File: config.mk
export PLATFORM = sky130hd
export DESIGN_NAME = pingpong_line_buffer
export DESIGN_NICKNAME = d
export VERILOG_FILES = /design/src/rtl/pingpong_line_buffer.sv
export SDC_FILE = /design/constraint.sdc
export NUM_CORES = 2
export LEC_CHECK = 0
export CAP_MARGIN = 20
export CORE_UTILIZATION = 35
export DETAILED_ROUTE_END_ITERATION = 12
export PLACE_DENSITY = 0.54
export SYNTH_ARGS = -nofsm -noshare
export SYNTH_HDL_FRONTEND = slang
export SYNTH_MEMORY_MAX_BITS = 65536
export SYNTH_SLANG_ARGS = --single-unit
File: constraint.sdc
create_clock -name clk_i -period 3 [get_ports clk_i]
set_input_delay 0.9 -clock clk_i [delete_from_list [all_inputs] [get_ports clk_i]]
set_output_delay 0.9 -clock clk_i [all_outputs]
set_load 0.02 [all_outputs]
File: src/rtl/pingpong_line_buffer.sv
`default_nettype none
// ============================================================================
//  Module   : pingpong_line_buffer
//  Purpose  : Double-banked (ping-pong) pixel line buffer for the display
//             path. The write side fills one bank while the read side drains
//             the other. Each bank is either EMPTY or FULL and remembers the
//             length of the line it holds. A bank is handed to the reader
//             when the line ends (WrLast or DEPTH pixels). It is handed back
//             to the writer when the last pixel of that line has been read.
//  Revision : 1.0  initial release
// ----------------------------------------------------------------------------
//  Ports
//    clk_i        rising-edge clock
//    rst_i        synchronous active-high reset
//    wr_en_i      write request
//    wr_data_i    pixel to write, channel 0 in the MS slice
//    wr_last_i    qualifies wr_en_i: this pixel ends the line
//    wr_ready_o   write bank is empty, so a write is accepted
//    wr_err_o     1-cycle pulse one cycle after a write that was dropped
//    rd_en_i      read request
//    rd_avail_o   read bank holds a complete line
//    rd_valid_o   rd_data_o carries a pixel this cycle (1-cycle latency)
//    rd_data_o    pixel read; holds its value between reads
//    rd_last_o    with rd_valid_o: last pixel of the line
//    mirror_i     horizontal flip for the line (only with LINEBUF_MIRROR_EN)
//  Build option
//    LINEBUF_MIRROR_EN : adds mirror_i. It is sampled on the first read of
//                        a line and held for the rest of that line.
// ============================================================================
module pingpong_line_buffer #(
  parameter int CH_W   = 8,
  parameter int NUM_CH = 3,
  parameter int DEPTH  = 100,
  parameter int AW     = 7
) (
  input  logic                   clk_i,
  input  logic                   rst_i,
  input  logic                   wr_en_i,
  input  logic [NUM_CH*CH_W-1:0] wr_data_i,
  input  logic                   wr_last_i,
  output logic                   wr_ready_o,
  output logic                   wr_err_o,
  input  logic                   rd_en_i,
  output logic                   rd_avail_o,
  output logic                   rd_valid_o,
  output logic [NUM_CH*CH_W-1:0] rd_data_o,
  output logic                   rd_last_o
`ifdef LINEBUF_MIRROR_EN
  ,
  input  logic                   mirror_i
`endif
);

  localparam int            c_DW        = NUM_CH * CH_W;
  localparam logic [AW-1:0] c_LAST_ADDR = AW'(DEPTH - 1);
  localparam logic [AW-1:0] c_PTR_ONE   = AW'(1);
  localparam logic [AW:0]   c_LEN_ONE   = (AW + 1)'(1);

  typedef enum logic {
    BANK_EMPTY = 1'b0,
    BANK_FULL  = 1'b1
  } bank_state_e;

  bank_state_e     state_q [2];
  bank_state_e     state_d [2];
  logic [AW:0]     len_q   [2];
  logic [AW:0]     len_d   [2];
  logic            wbank_q, wbank_d;
  logic            rbank_q, rbank_d;
  logic [AW-1:0]   wptr_q,  wptr_d;
  logic [AW-1:0]   rptr_q,  rptr_d;
  logic            rd_valid_q, rd_valid_d;
  logic            rd_last_q,  rd_last_d;
  logic [c_DW-1:0] rd_data_q,  rd_data_d;
  logic            wr_err_q,   wr_err_d;

  // Pixel storage. It is not reset. Bank state guards every read.
  logic [c_DW-1:0] mem_q [2][DEPTH];

  logic            w_wr_acc;
  logic            w_wr_end;
  logic            w_rd_acc;
  logic            w_rd_end;
  logic [AW:0]     w_len_m1;
  logic [AW-1:0]   w_rd_addr;

  assign wr_ready_o = (state_q[wbank_q] == BANK_EMPTY);
  assign rd_avail_o = (state_q[rbank_q] == BANK_FULL);
  assign rd_valid_o = rd_valid_q;
  assign rd_last_o  = rd_last_q;
  assign rd_data_o  = rd_data_q;
  assign wr_err_o   = wr_err_q;

  assign w_wr_acc = wr_en_i & wr_ready_o;
  assign w_wr_end = wr_last_i | (wptr_q == c_LAST_ADDR);
  assign w_rd_acc = rd_en_i & rd_avail_o;
  assign w_len_m1 = len_q[rbank_q] - c_LEN_ONE;
  assign w_rd_end = ({1'b0, rptr_q} == w_len_m1);

`ifdef LINEBUF_MIRROR_EN
  logic mirror_q, mirror_d;
  logic w_mirror_line;

  // Use the live input on the first pixel of a line and the latched value
  // afterwards, so the whole line is read in one direction.
  assign w_mirror_line = (rptr_q == '0) ? mirror_i : mirror_q;
  // len-1 is always below 2**AW, so the low AW bits are enough for the address.
  assign w_rd_addr     = w_mirror_line ? (w_len_m1[AW-1:0] - rptr_q) : rptr_q;
`else
  assign w_rd_addr     = rptr_q;
`endif

  always_comb begin
    state_d    = state_q;
    len_d      = len_q;
    wbank_d    = wbank_q;
    rbank_d    = rbank_q;
    wptr_d     = wptr_q;
    rptr_d     = rptr_q;
    rd_valid_d = w_rd_acc;
    rd_last_d  = w_rd_acc & w_rd_end;
    rd_data_d  = rd_data_q;
    wr_err_d   = wr_en_i & ~wr_ready_o;
`ifdef LINEBUF_MIRROR_EN
    mirror_d   = mirror_q;
`endif

    // The write bank is EMPTY and the read bank is FULL, so the two sides
    // never touch the same bank. Both updates can apply in the same cycle.
    if (w_wr_acc) begin
      if (w_wr_end) begin
        state_d[wbank_q] = BANK_FULL;
        len_d[wbank_q]   = {1'b0, wptr_q} + c_LEN_ONE;
        wptr_d           = '0;
        wbank_d          = ~wbank_q;
      end else begin
        wptr_d           = wptr_q + c_PTR_ONE;
      end
    end

    if (w_rd_acc) begin
      rd_data_d = mem_q[rbank_q][w_rd_addr];
`ifdef LINEBUF_MIRROR_EN
      mirror_d  = w_mirror_line;
`endif
      if (w_rd_end) begin
        state_d[rbank_q] = BANK_EMPTY;
        rptr_d           = '0;
        rbank_d          = ~rbank_q;
      end else begin
        rptr_d           = rptr_q + c_PTR_ONE;
      end
    end
  end

  always_ff @(posedge clk_i) begin
    if (rst_i) begin
      state_q[0] <= BANK_EMPTY;
      state_q[1] <= BANK_EMPTY;
      len_q[0]   <= '0;
      len_q[1]   <= '0;
      wbank_q    <= 1'b0;
      rbank_q    <= 1'b0;
      wptr_q     <= '0;
      rptr_q     <= '0;
      rd_valid_q <= 1'b0;
      rd_last_q  <= 1'b0;
      rd_data_q  <= '0;
      wr_err_q   <= 1'b0;
`ifdef LINEBUF_MIRROR_EN
      mirror_q   <= 1'b0;
`endif
    end else begin
      state_q    <= state_d;
      len_q      <= len_d;
      wbank_q    <= wbank_d;
      rbank_q    <= rbank_d;
      wptr_q     <= wptr_d;
      rptr_q     <= rptr_d;
      rd_valid_q <= rd_valid_d;
      rd_last_q  <= rd_last_d;
      rd_data_q  <= rd_data_d;
      wr_err_q   <= wr_err_d;
`ifdef LINEBUF_MIRROR_EN
      mirror_q   <= mirror_d;
`endif
    end
  end

  always_ff @(posedge clk_i) begin
    if (w_wr_acc) begin
      mem_q[wbank_q][wptr_q] <= wr_data_i;
    end
  end

endmodule
`default_nettype wire
==> results.ini <==
[outcome]
status = finished, violations left
failed_checks = negative setup slack

[synth]
synth_area_per_cell_um2 = 22.5
synthFlopType = edfxtp_1
synth.yosys.warnings = 0
synth_enable_flop_cells = 4800
ys_seq_area_frac = 0.775
syn_inst = 8350
synth_cell_types = 77
ys_async_sr_fraction = 0
syn_nets = 8382
ys_seq_elements = 4862
synth_area_um2 = 188000

[worst_setup_path]
cp_cell_sequence = buf_12, buf_12, buf_16, buf_8, buf_12, mux4_2, mux4_2, nor2_2, a311oi_1, buf_4, or4_4, a32o_1
path_class = register to register
cp_common_cell = buf_12
cp-end-kind = register
path_max_fanout = 6
crit_path_start_kind = register
cp_num_buf_inv = 6
required_ns = 3.98
slowest_delay_ns = 0.59
critical-path-top-delay-family = multiplexers
cp_slowest_cell = or4_4
arrival_ns = 4.43

[routing]
via_per_inst = 5.62
wl_per_cell_um = 34.1
ant_nets = 0
dr.pass1.iters = 6
drt-initial-drc-count = 12600
vias = 97500
drc = 0
wirelength_mm = 592

[sta]
min_period_ns = 3.46
relSlewSlack = 0.255
slew_violations = 0
tightest_slew_ns = 1.11
setup_ws_ns = -0.455
period_share = 1.15
hold_viol_final = 0
skew_ns = 0.0639
rsz0062_at_grt = true
setup_viol = 24
fmax_ghz = 0.289

[clock_network]
clkSinkCount = 4862
h-tree-depth = 6
cts.clk_slew.worst_paths_ns = 0.07
hold_buffers = 0
cts-root-buf = clkbuf_16
insertion_delay_ns = 1.08
cts_made_buffers = 519
cts_tree = built
cts_buffer_depth = 4

[floorplanning]
die-area_um2 = 539000
initial_core_util = 0.352
core_um2 = 533000
die_height_um = 734
io_pins = 58
fp-row-count = 268
die-width_um = 734

[grt]
met2_usage = 0.343
grt_busiest_layer = met2
grt_start_max_net_pins = 97
track_usage = 0.215
met1_usage = 0.293
met3_usage = 0.0470
grt_overflow_total = 0
grt_pass1_vias = 98300
grt_pass1_wl_mm = 810
antenna_found_initial = 37

[placed_design]
place_hpwl_mm = 366
dpl.cell_count = 16200
routabilityCongestion = 0.939
portBuffers = 57

[power_and_ir_drop]
p_leak_uw = 0.0719
p_int_uw = 112000
power.switching_uw = 30300
switching_share = 0.213
power_uw = 142000
power_density_nw_per_um2 = 616
ir_drop_mv = 0.582
power_frac_seq = 0.526
power_frac_clock = 0.441
combPwrFrac = 0.033

[layout]
layout-drive-gt1-share = 0.369
final-instance-count-excl-fill = 17300
synthToLayoutAreaGrowth_pct = 22.9
fill_cells = 45300
final_nets = 9936

[worst_hold_path]
worst_hold_path_type = primary input to register

[run]
cap_violations = 0

==> final timing paths <==
| check | startpoint | endpoint | slack [ns] | cells past startpoint |
|---|---|---|---|---|
| max | register | rd_data_o[12] | -0.46 | 12 |
| min | wr_data_i[11] | mem_q[0][155] | 0.08 | 1 |
| max reg2reg | register | rd_data_o[12] | -0.46 | 12 |
| min reg2reg | len_q[8] | len_q[8] | 0.50 | 2 |
==> layout make-up <==
cell class | count | area, µm² | share of cell area
Multi-Input combinational cell | 2994 | 41100 | 0.178
Inverter | 7 | 36.3 | 0.000157
Tap cell | 7020 | 8780 | 0.0381
Timing Repair Buffer | 1520 | 18700 | 0.0810
Sequential cell | 4862 | 145000 | 0.631
Antenna cell | 19 | 47.5 | 0.000206
Clock buffer | 643 | 13600 | 0.0589
Clock inverter | 281 | 2900 | 0.0126
==> placed cells by master, fill, tap and decap left out, types with 19 or more instances in the layout <==
master,instances
a211oi_1,45
a21oi_1,113
a221oi_1,45
a22oi_1,74
buf_12,458
buf_16,36
buf_4,876
buf_6,81
bufinv_16,35
clkbuf_1,118
clkbuf_16,531
clkinv_1,95
clkinv_2,73
clkinv_8,22
dfxtp_1,39
diode_2,19
dlygate4sd2_1,21
edfxtp_1,4800
mux2i_1,391
mux4_1,23
mux4_2,1145
nand2_1,148
nand3_1,28
nor2_1,106
nor2_2,116
nor2_4,98
nor2b_1,28
nor3_1,31
o211ai_1,29
o21ai_0,70
o21ai_1,25
o221ai_1,21
o22ai_1,63
==> power groups by stage <==
stage | Clock (µW) | Sequential, µW | Combinational, µW
finish | 62700 | 74800 | 4640
global route | 66000 | 74700 | 4790
CTS | 63600 | 74800 | 4580
detailed placement | 0 | 76200 | 4470
global placement | 0 | 76200 | 4370
floorplan | 0 | 76200 | 1410
==> Yosys cell counts, types with 7 or more instances <==
library cell / n / area, µm²
o21ai_0: 99 / 495
buf_4: 59 / 443
mux4_2: 1142 / 25700
o211ai_1: 29 / 218
clkbuf_1: 150 / 563
o31ai_1: 7 / 52.6
dfxtp_1: 62 / 1240
buf_6: 71 / 800
a211oi_1: 65 / 488
and2_1: 9 / 56.3
nor2b_1: 34 / 213
buf_12: 12 / 240
xnor2_1: 16 / 140
clkbuf_4: 8 / 60.1
mux2i_1: 410 / 4100
buf_1: 24 / 90.1
o21ai_1: 7 / 35.0
a2111oi_0: 18 / 158
o221ai_1: 30 / 263
mux4_1: 26 / 683
nand3_1: 33 / 165
a22o_1: 13 / 114
a222oi_1: 13 / 130
o22ai_1: 76 / 475
nor3_1: 35 / 175
buf_8: 36 / 541
a311oi_1: 9 / 78.8
nor2_1: 320 / 1200
buf_2: 123 / 616
nand2_1: 164 / 616
and3_1: 14 / 87.6
a221oi_1: 57 / 499
a21oi_1: 129 / 646
a22oi_1: 80 / 601
mux2_2: 13 / 146
nand2b_1: 10 / 62.6
a31oi_1: 14 / 87.6
edfxtp_1: 4800 / 144000
a21o_1: 14 / 105
==> worst register-to-register path: stages, from the launching register on <==
cell and delay, ns:
dfxtp_4 0.37, buf_12 0.16, buf_12 0.16, buf_16 0.17
buf_8 0.13, buf_12 0.12, mux4_2 0.50, mux4_2 0.51
nor2_2 0.12, a311oi_1 0.06, buf_4 0.21, or4_4 0.60
a32o_1 0.26
==> layer usage <==
layer	part of all wire	wire length [µm]
met2	0.47	279000
met1	0.40	237000
met4	0.038	22400
met3	0.092	54400
met5	0.000078	46
==> cells by family after synthesis <==
group	count (synthesis)	synth area share
AOI/OAI and AO/OA	726	0.0270
and+or+nand+nor	652	0.0149
muxes	1591	0.163
adders and majority gates	3	0.000200
DFF	4862	0.775
xor gates and xnor gates	22	0.00103
buffers and inverters	494	0.0182
==> repair_timing <==
item | in CTS | in global routing
cloned | 18 | 6
pin swaps | 52 | 49
endpoints found under the setup margin | 50 | 25
gates resized for setup | 390 | 115
buffers inserted | 80 | 100
==> through the flow <==
stage	util	worst slack (ns)	hold slack [ns]	TNS (ns)	instance area, µm²
floorplan	-	-0.342	0.449	-929.73	188000
global placement	0.393	-1.94	0.467	-880.67	210000
detailed placement	0.394	-1.10	0.482	-918.85	210000
CTS	0.430	-0.352	0.0253	-5.30	229000
global route	0.432	-0.482	0.0605	-8.10	230000
finish	0.432	-0.455	0.0777	-7.17	231000
==> sequential cells by signal, indices dropped and copies added, names as in the netlist, 2 cells and up, named ones only <==
name	flops
rd_data_o	24
mem_q	4800
rptr_q	7
wptr_q	7
state_q	2
len_q	16
(Power assumes the default switching activity.)
